--- config.mk ---
export PLATFORM = sky130hd
export DESIGN_NAME = vga_pattern_gen
export DESIGN_NICKNAME = d
export VERILOG_FILES = /design/src/rtl/vga_pkg.sv /design/src/rtl/vga_frame_ctr.sv /design/src/rtl/vga_pattern_gen.sv
export SDC_FILE = /design/constraint.sdc
export NUM_CORES = 1
export LEC_CHECK = 0
export BUFFER_PORTS_ARGS = -buffer_cell sky130_fd_sc_hd__buf_2
export CAP_MARGIN = 20
export CORE_ASPECT_RATIO = 0.5
export CORE_MARGIN = 2
export CORE_UTILIZATION = 40
export DETAILED_ROUTE_END_ITERATION = 8
export GPL_TIMING_DRIVEN = 1
export PLACE_DENSITY = 0.69
export SYNTH_ARGS = -nofsm -noshare
export SYNTH_HDL_FRONTEND = slang
export SYNTH_HIERARCHICAL = 1
export SYNTH_SLANG_ARGS = --single-unit
export TNS_END_PERCENT = 10
--- constraint.sdc ---
create_clock -name CLK_100MHz -period 1.5 [get_ports CLK_100MHz]
set_input_delay 0.15 -clock CLK_100MHz [delete_from_list [all_inputs] [get_ports CLK_100MHz]]
set_output_delay 0.15 -clock CLK_100MHz [all_outputs]
set_load 0.1 [all_outputs]
--- src/rtl/vga_pkg.sv ---
// Shared definitions for the VGA pattern generator: mode encodings, palette indices,
// default timing geometry and the palette lookup.
package vga_pkg;

    localparam int unsigned DEF_H_ACTIVE = 800;
    localparam int unsigned DEF_V_ACTIVE = 600;
    localparam int unsigned DEF_BORDER   = 100;

    typedef enum logic [2:0] {
        MODE_FILL   = 3'd0,
        MODE_XY     = 3'd1,
        MODE_EXT    = 3'd2,
        MODE_SCROLL = 3'd3,
        MODE_CHECK  = 3'd4
    } mode_e;

    localparam logic [2:0] PAL_BLACK   = 3'd0;
    localparam logic [2:0] PAL_BLUE    = 3'd1;
    localparam logic [2:0] PAL_GREEN   = 3'd2;
    localparam logic [2:0] PAL_CYAN    = 3'd3;
    localparam logic [2:0] PAL_RED     = 3'd4;
    localparam logic [2:0] PAL_MAGENTA = 3'd5;
    localparam logic [2:0] PAL_YELLOW  = 3'd6;
    localparam logic [2:0] PAL_GREY    = 3'd7;

    // Returns {R,G,B} with 8 bits per channel; callers keep the low cw bits of each.
    function automatic logic [23:0] pal_lookup(input logic [2:0] idx, input int unsigned cw);
        logic [7:0] f;
        logic [7:0] g;
        f = 8'((32'd1 << cw) - 32'd1);
        g = 8'((32'd1 << (cw - 32'd1)) - 32'd1);
        case (idx)
            PAL_BLACK:   pal_lookup = {8'd0, 8'd0, 8'd0};
            PAL_BLUE:    pal_lookup = {8'd0, 8'd0, f};
            PAL_GREEN:   pal_lookup = {8'd0, f, 8'd0};
            PAL_CYAN:    pal_lookup = {8'd0, f, f};
            PAL_RED:     pal_lookup = {f, 8'd0, 8'd0};
            PAL_MAGENTA: pal_lookup = {f, 8'd0, f};
            PAL_YELLOW:  pal_lookup = {f, f, 8'd0};
            default:     pal_lookup = {g, g, g};
        endcase
    endfunction

endpackage

--- src/rtl/vga_frame_ctr.sv ---
// VBlank rising-edge detector producing the mode latch strobe and the frame counter.
// The counter exists only when VGA_PATTERN_GEN_SCROLL_EN is defined; otherwise it reads 0.
module vga_frame_ctr (
    input  logic       i_clk,
    input  logic       i_rst_n,
    input  logic       i_vblank,
    output logic       o_latch,
    output logic [7:0] o_frame_cnt
);

    logic r_vb_prev;

    // Resetting to 1 keeps a VBlank that is already high at release from looking like an edge.
    always_ff @(posedge i_clk or negedge i_rst_n) begin
        if (!i_rst_n) begin
            r_vb_prev <= 1'b1;
        end else begin
            r_vb_prev <= i_vblank;
        end
    end

    assign o_latch = i_vblank & ~r_vb_prev;

`ifdef VGA_PATTERN_GEN_SCROLL_EN
    logic [7:0] r_frame_cnt;

    always_ff @(posedge i_clk or negedge i_rst_n) begin
        if (!i_rst_n) begin
            r_frame_cnt <= 8'd0;
        end else if (o_latch) begin
            r_frame_cnt <= r_frame_cnt + 8'd1;
        end
    end

    assign o_frame_cnt = r_frame_cnt;
`else
    assign o_frame_cnt = 8'd0;
`endif

endmodule

--- src/rtl/vga_pattern_gen.sv ---
// Two-stage VGA test-pattern pipeline: stage 1 registers inputs and X*Y, stage 2 the colour.
// Scrolling bars (mode 3) and FRAME_CNT need VGA_PATTERN_GEN_SCROLL_EN; otherwise mode 3 = mode 0.
module vga_pattern_gen
    import vga_pkg::*;
#(
    parameter int unsigned H_ACTIVE    = DEF_H_ACTIVE,
    parameter int unsigned V_ACTIVE    = DEF_V_ACTIVE,
    parameter int unsigned BORDER      = DEF_BORDER,
    parameter int unsigned CW          = 4,
    parameter int unsigned COORD_W     = 11,
    parameter int unsigned SCROLL_STEP = 4
) (
    input  logic                 CLK_100MHz,
    input  logic                 RST_N,
    input  logic [COORD_W-1:0]   CurrentX,
    input  logic [COORD_W-1:0]   CurrentY,
    input  logic                 VBlank,
    input  logic                 HBlank,
    input  logic [2:0]           MODE,
    input  logic [2:0]           COLOR_SEL,
    input  logic [3*CW-1:0]      EXT_RGB,
    input  logic                 EXT_VALID,
    output logic [CW-1:0]        RED,
    output logic [CW-1:0]        GREEN,
    output logic [CW-1:0]        BLUE,
    output logic                 PIX_ACTIVE,
    output logic [7:0]           FRAME_CNT
);

    localparam int unsigned PW = 2 * COORD_W;
    localparam logic [COORD_W-1:0] L_LO   = COORD_W'(BORDER);
    localparam logic [COORD_W-1:0] L_X_HI = COORD_W'(H_ACTIVE - BORDER);
    localparam logic [COORD_W-1:0] L_Y_HI = COORD_W'(V_ACTIVE - BORDER);

    function automatic logic [3*CW-1:0] f_pal(input logic [2:0] idx);
        logic [23:0] p;
        p = pal_lookup(idx, CW);
        return {p[16 +: CW], p[8 +: CW], p[0 +: CW]};
    endfunction

    logic               r_s1_valid;
    logic [COORD_W-1:0] r_x;
    logic [COORD_W-1:0] r_y;
    logic               r_vb;
    logic               r_hb;
    logic [3*CW-1:0]    r_ext_rgb;
    logic               r_ext_valid;
    logic [PW-1:0]      r_prod;
    logic [2:0]         r_mode;
    logic [2:0]         r_csel;

    logic               w_latch;
    logic [7:0]         w_frame_cnt;

    vga_frame_ctr u_frame_ctr (
        .i_clk       (CLK_100MHz),
        .i_rst_n     (RST_N),
        .i_vblank    (VBlank),
        .o_latch     (w_latch),
        .o_frame_cnt (w_frame_cnt)
    );

    assign FRAME_CNT = w_frame_cnt;

    // r_s1_valid holds the first post-reset output blank, since zeroed blank flags read as active.
    always_ff @(posedge CLK_100MHz or negedge RST_N) begin
        if (!RST_N) begin
            r_s1_valid  <= 1'b0;
            r_x         <= '0;
            r_y         <= '0;
            r_vb        <= 1'b0;
            r_hb        <= 1'b0;
            r_ext_rgb   <= '0;
            r_ext_valid <= 1'b0;
            r_prod      <= '0;
            r_mode      <= 3'd0;
            r_csel      <= 3'd0;
        end else begin
            r_s1_valid  <= 1'b1;
            r_x         <= CurrentX;
            r_y         <= CurrentY;
            r_vb        <= VBlank;
            r_hb        <= HBlank;
            r_ext_rgb   <= EXT_RGB;
            r_ext_valid <= EXT_VALID;
            r_prod      <= PW'(CurrentX) * PW'(CurrentY);
            if (w_latch) begin
                r_mode <= MODE;
                r_csel <= COLOR_SEL;
            end
        end
    end

    logic [3*CW-1:0]       w_white;
    logic [3*CW-1:0]       w_fill;
    logic [3*CW-1:0]       w_rgb;
    logic                  w_border;
    logic [PW+3*CW+1:0]    w_prod_wide;
    logic                  unused_prod;

    assign w_white     = '1;
    assign w_fill      = f_pal(r_csel);
    assign w_border    = (r_x < L_LO) || (r_x >= L_X_HI) || (r_y < L_LO) || (r_y >= L_Y_HI);
    assign w_prod_wide = {{(3*CW+2){1'b0}}, r_prod};
    assign unused_prod = ^w_prod_wide;

`ifdef VGA_PATTERN_GEN_SCROLL_EN
    localparam int unsigned SW = COORD_W + 8;
    logic [SW-1:0] w_sum;
    logic          unused_sum;

    assign w_sum      = SW'(r_x) + SW'(w_frame_cnt) * SW'(SCROLL_STEP);
    assign unused_sum = ^w_sum;
`endif

    always_comb begin
        w_rgb = w_border ? w_white : w_fill;
        case (r_mode)
            MODE_XY:    w_rgb = w_prod_wide[3*CW+1:2];
            MODE_EXT:   w_rgb = r_ext_valid ? r_ext_rgb : w_white;
`ifdef VGA_PATTERN_GEN_SCROLL_EN
            MODE_SCROLL: w_rgb = f_pal(w_sum[9:7]);
`endif
            MODE_CHECK: w_rgb = (r_x[5] ^ r_y[5]) ? w_white : w_fill;
            default:    w_rgb = w_border ? w_white : w_fill;
        endcase
    end

    always_ff @(posedge CLK_100MHz or negedge RST_N) begin
        if (!RST_N) begin
            {RED, GREEN, BLUE} <= '0;
            PIX_ACTIVE         <= 1'b0;
        end else if (!r_s1_valid || r_vb || r_hb) begin
            {RED, GREEN, BLUE} <= '0;
            PIX_ACTIVE         <= 1'b0;
        end else begin
            {RED, GREEN, BLUE} <= w_rgb;
            PIX_ACTIVE         <= 1'b1;
        end
    end

endmodule

==> summary.md <==
| Metric | Value |
|---|---|
| Rows | 28 |
| Hold WC Path Type | input port to flop |
| Maxcap violations | 0 |
| Combinational share of power | 0.617 |
| Routed wire per std cell | 14.1 µm |
| Critical Path AT | 4.10 ns |
| Worst setup SP type | input port |
| Total CTS buffers | 9 |
| Die Height | 82.9 µm |
| WP data required | 1.76 ns |
| Endpoints failing setup | 13 |
| Cells after Synth | 491 |
| Setup WS post-layout | -2.34 ns |
| Switching pwr | 0.00439 W |
| LEAKAGE | 3.32 nW |
| P per Cell Area | 1610 nW/µm² |
| P_int | 0.00673 W |
| Main area contributors after synthesis | dfrtp_1, fa_1, ha_1 |
| Layout cells sized above 1 | 0.345 |
| Hold path startpoint | CurrentY[2] |
| Routed Wire Length | 11.4 mm |
| Commonest cells in the netlist | inv_1, nand2_1, dfrtp_1 |
| Status | complete, but fails checks |
| First-pass GRT wire length | 19.2 mm |
| Worst skew pair latency | 0.32 ns |
| Aggregate global-route resource usage | 0.182 |
| Ys async rst share | 1.00 |
| Placed insts | 774 |
| Post-synth design cell area | 4980 µm² |
| FF-to-FF End | RED[0] |
| Final Wtd Congestion | 0.847 |
| Yosys cell types | 46 |
| Sum Neg Setup Slack | -19.09 ns |
| Total Nets Final | 772 |
| Core area | 12,000 µm² |
| CTS tree | built |
| Failing checks | negative setup slack |
| Ant diodes | 0 |
| #FFs+latches synth | 66 |
| Min Tclk post-route | 3.84 ns |
| Largest net degree at the start of global routing | 31 |
| Synth Flop Type | dfrtp_1 |
| Number of flops mapped to enable cells by yosys | 0 |
| Switch share | 0.395 |
| CP max FO | 5 |
| Die W | 162 µm |
| GR Overflow Total | 0 |
| Area Overhead vs Synth | 38.8% |
| Utilization after layout | 0.576 |
| Final count of pins violating max slew | 0 |
| Synth top area share | 0.327 |
| Max clock buf depth | 2 |
| Initial core utilization | 0.415 |
| Synthesis Warnings | 6 |
| Syn avg cell area | 10.1 µm² |
| I/O pin total | 66 |
| Fin area | 6910 µm² |
| Crit. End Element | flop |
| Die Area | 13,400 µm² |
| DRC Markers | 0 |
| Clock Root Buffer | clkbuf_16 |
| Total clock sinks | 66 |
| Maximum VDD drop | 1250 µV |
| Flop-to-flop setup slack | -0.01 ns |
| Critical R2R Launch | r_y[5] |
| First-pass iteration count of the detailed router | 4 |
| Hpwl dp | 8.83 mm |
| Mean number of vias per cell | 4.61 |
| Post-synth top area cell | dfrtp_1 |
| Buffers on Ports | 57 |
| Worst setup path class | input port to flop |
| Fin crit share | 2.56 |
| Register area share after synthesis | 0.332 |
| Initial DRC count | 208 |
| Reg power frac | 0.201 |
| Hold EP | r_y[2] |
| DP Area | 6010 µm² |
| Layout Cells excl Fill | 811 |
| CTS clk-pin slew, worst paths | 0.05 ns |
| Vias in the first global route | 4,044 |
| Final hold violations | 0 |
| Count leader, synth | inv_1 |
| Clock power share | 0.182 |
| Worst Reg-to-Reg Cells | 7 |
| RSZ-0062 raised after global routing | yes |
| Hold Path Depth | 2 |
| Total number of vias | 3,740 |
| Post-route total power | 0.0111 W |
| Antenna violations before repair | 0 |
| H-tree depth | 3 |
| Max Freq | 0.260 GHz |
| DRT antenna net count | 0 |
| Skew final | 0.00432 ns |
per-stage QoR:
step | worst slack [ns] | hold slack [ns]
after floorplan | -2.54 | -0.146
after global placement | -2.77 | 0.119
after detailed placement | -2.84 | 0.123
after CTS | -2.34 | 0.0494
after global routing | -2.45 | 0.0488
final | -2.34 | 0.0514
worst max-delay path, cell delays in order:
cell and delay [ns]:
buf_12 0.09, nand2_4 0.05, fa_1 0.54, fa_1 0.45, fa_1 0.53, inv_1 0.05, fa_1 0.47, inv_1 0.05
fa_1 0.49, inv_2 0.04, ha_4 0.26, o21ai_1 0.07, a21oi_2 0.20, o21ai_4 0.10, or4b_1 0.47, nand3_1 0.08
sequential cells by signal (all words and copies together), names as in the netlist:
| register | count |
|---|---|
| r_y | 9 |
| r_vb | 1 |
| r_ext_valid | 1 |
| r_prod | 12 |
| r_x | 9 |
| r_mode | 3 |
| r_s1_valid | 1 |
| PIX_ACTIVE | 1 |
| BLUE | 4 |
| r_hb | 1 |
| GREEN | 4 |
| RED | 4 |
| r_ext_rgb | 12 |
| u_frame_ctr/r_vb_prev | 1 |
| r_csel | 3 |
metal layers:
metal	track usage	part of all wire	up-vias	wire [µm]
met4	0.0603	0.020	0	227
met3	0.0345	0.048	17	548
li1	-	-	1812	-
met1	0.227	0.42	1834	4840
met5	0	0	-	0
met2	0.321	0.51	77	5780
worst max-delay path by stage:
stage	from	end	slack (ns)	cells past startpoint
3_3_place_gp	CurrentY[4]	r_prod[11]	-2.77	17
4_1_cts	CurrentY[3]	r_prod[12]	-2.34	16
3_5_place_dp	CurrentY[4]	r_prod[11]	-2.84	17
6_report	CurrentX[7]	r_prod[12]	-2.34	16
5_1_grt	CurrentX[7]	r_prod[12]	-2.45	16
2_1_floorplan	CurrentY[2]	r_prod[12]	-2.54	16
cells in the final DEF, fill, tap and decap left out, drive strengths merged, types with 2 or more instances in the layout:
cell and count:
buf 135, inv 86, nand2 69, dfrtp 65, fa 55, and2 32
ha 31, o21ai 23, xnor2 21, dlygate4sd3 16, clkbuf 13, a21oi 11
a31oi 10, nor2 10, conb 9, o21a 8, mux2 6, xor2 5
nand2b 4, nand3 4, nor2b 4, nor3 4, a21boi 3, o22ai 3
a21o 2, o211ai 2
power groups by stage:
stage               Sequential (W)  Clock, W  Combinational (W)
detailed placement         0.00226         0            0.00568
global route               0.00226   0.00213            0.00757
floorplan                  0.00234         0            0.00371
global placement           0.00226         0            0.00554
finish                     0.00224   0.00202            0.00686
CTS                        0.00224   0.00205            0.00591
kinds of logic after synthesis:
| family | count (synthesis) | synth area share |
|---|---|---|
| AO/OA/AOI/OAI | 67 | 0.0840 |
| XOR/XNOR | 26 | 0.0458 |
| adder cells (fa/ha/maj) | 86 | 0.299 |
| buffers and inverters | 105 | 0.0900 |
| flip-flops | 66 | 0.332 |
| multiplexers | 6 | 0.0136 |
| other | 2 | 0.00151 |
| AND/OR/NAND/NOR | 133 | 0.134 |
final cells by class:
type / count / area (µm²)
fillers: 1027 / 5080
multi-input cells: 327 / 3200
flip-flops and latches: 66 / 1650
repair buffers: 152 / 1240
inverters: 85 / 319
clock buffers: 12 / 236
well taps: 165 / 206
clock inverters: 4 / 51.3
what timing repair did:
item	CTS	global route
buffers inserted	2	2
hold endpoints to repair	30	0
endpoints found under the setup margin	20	23
hold buffers	16	0
gates resized for setup	52	48
pin swaps	21	32
cloned	0	1
No activity file was read; power rests on OpenSTA's default activity.
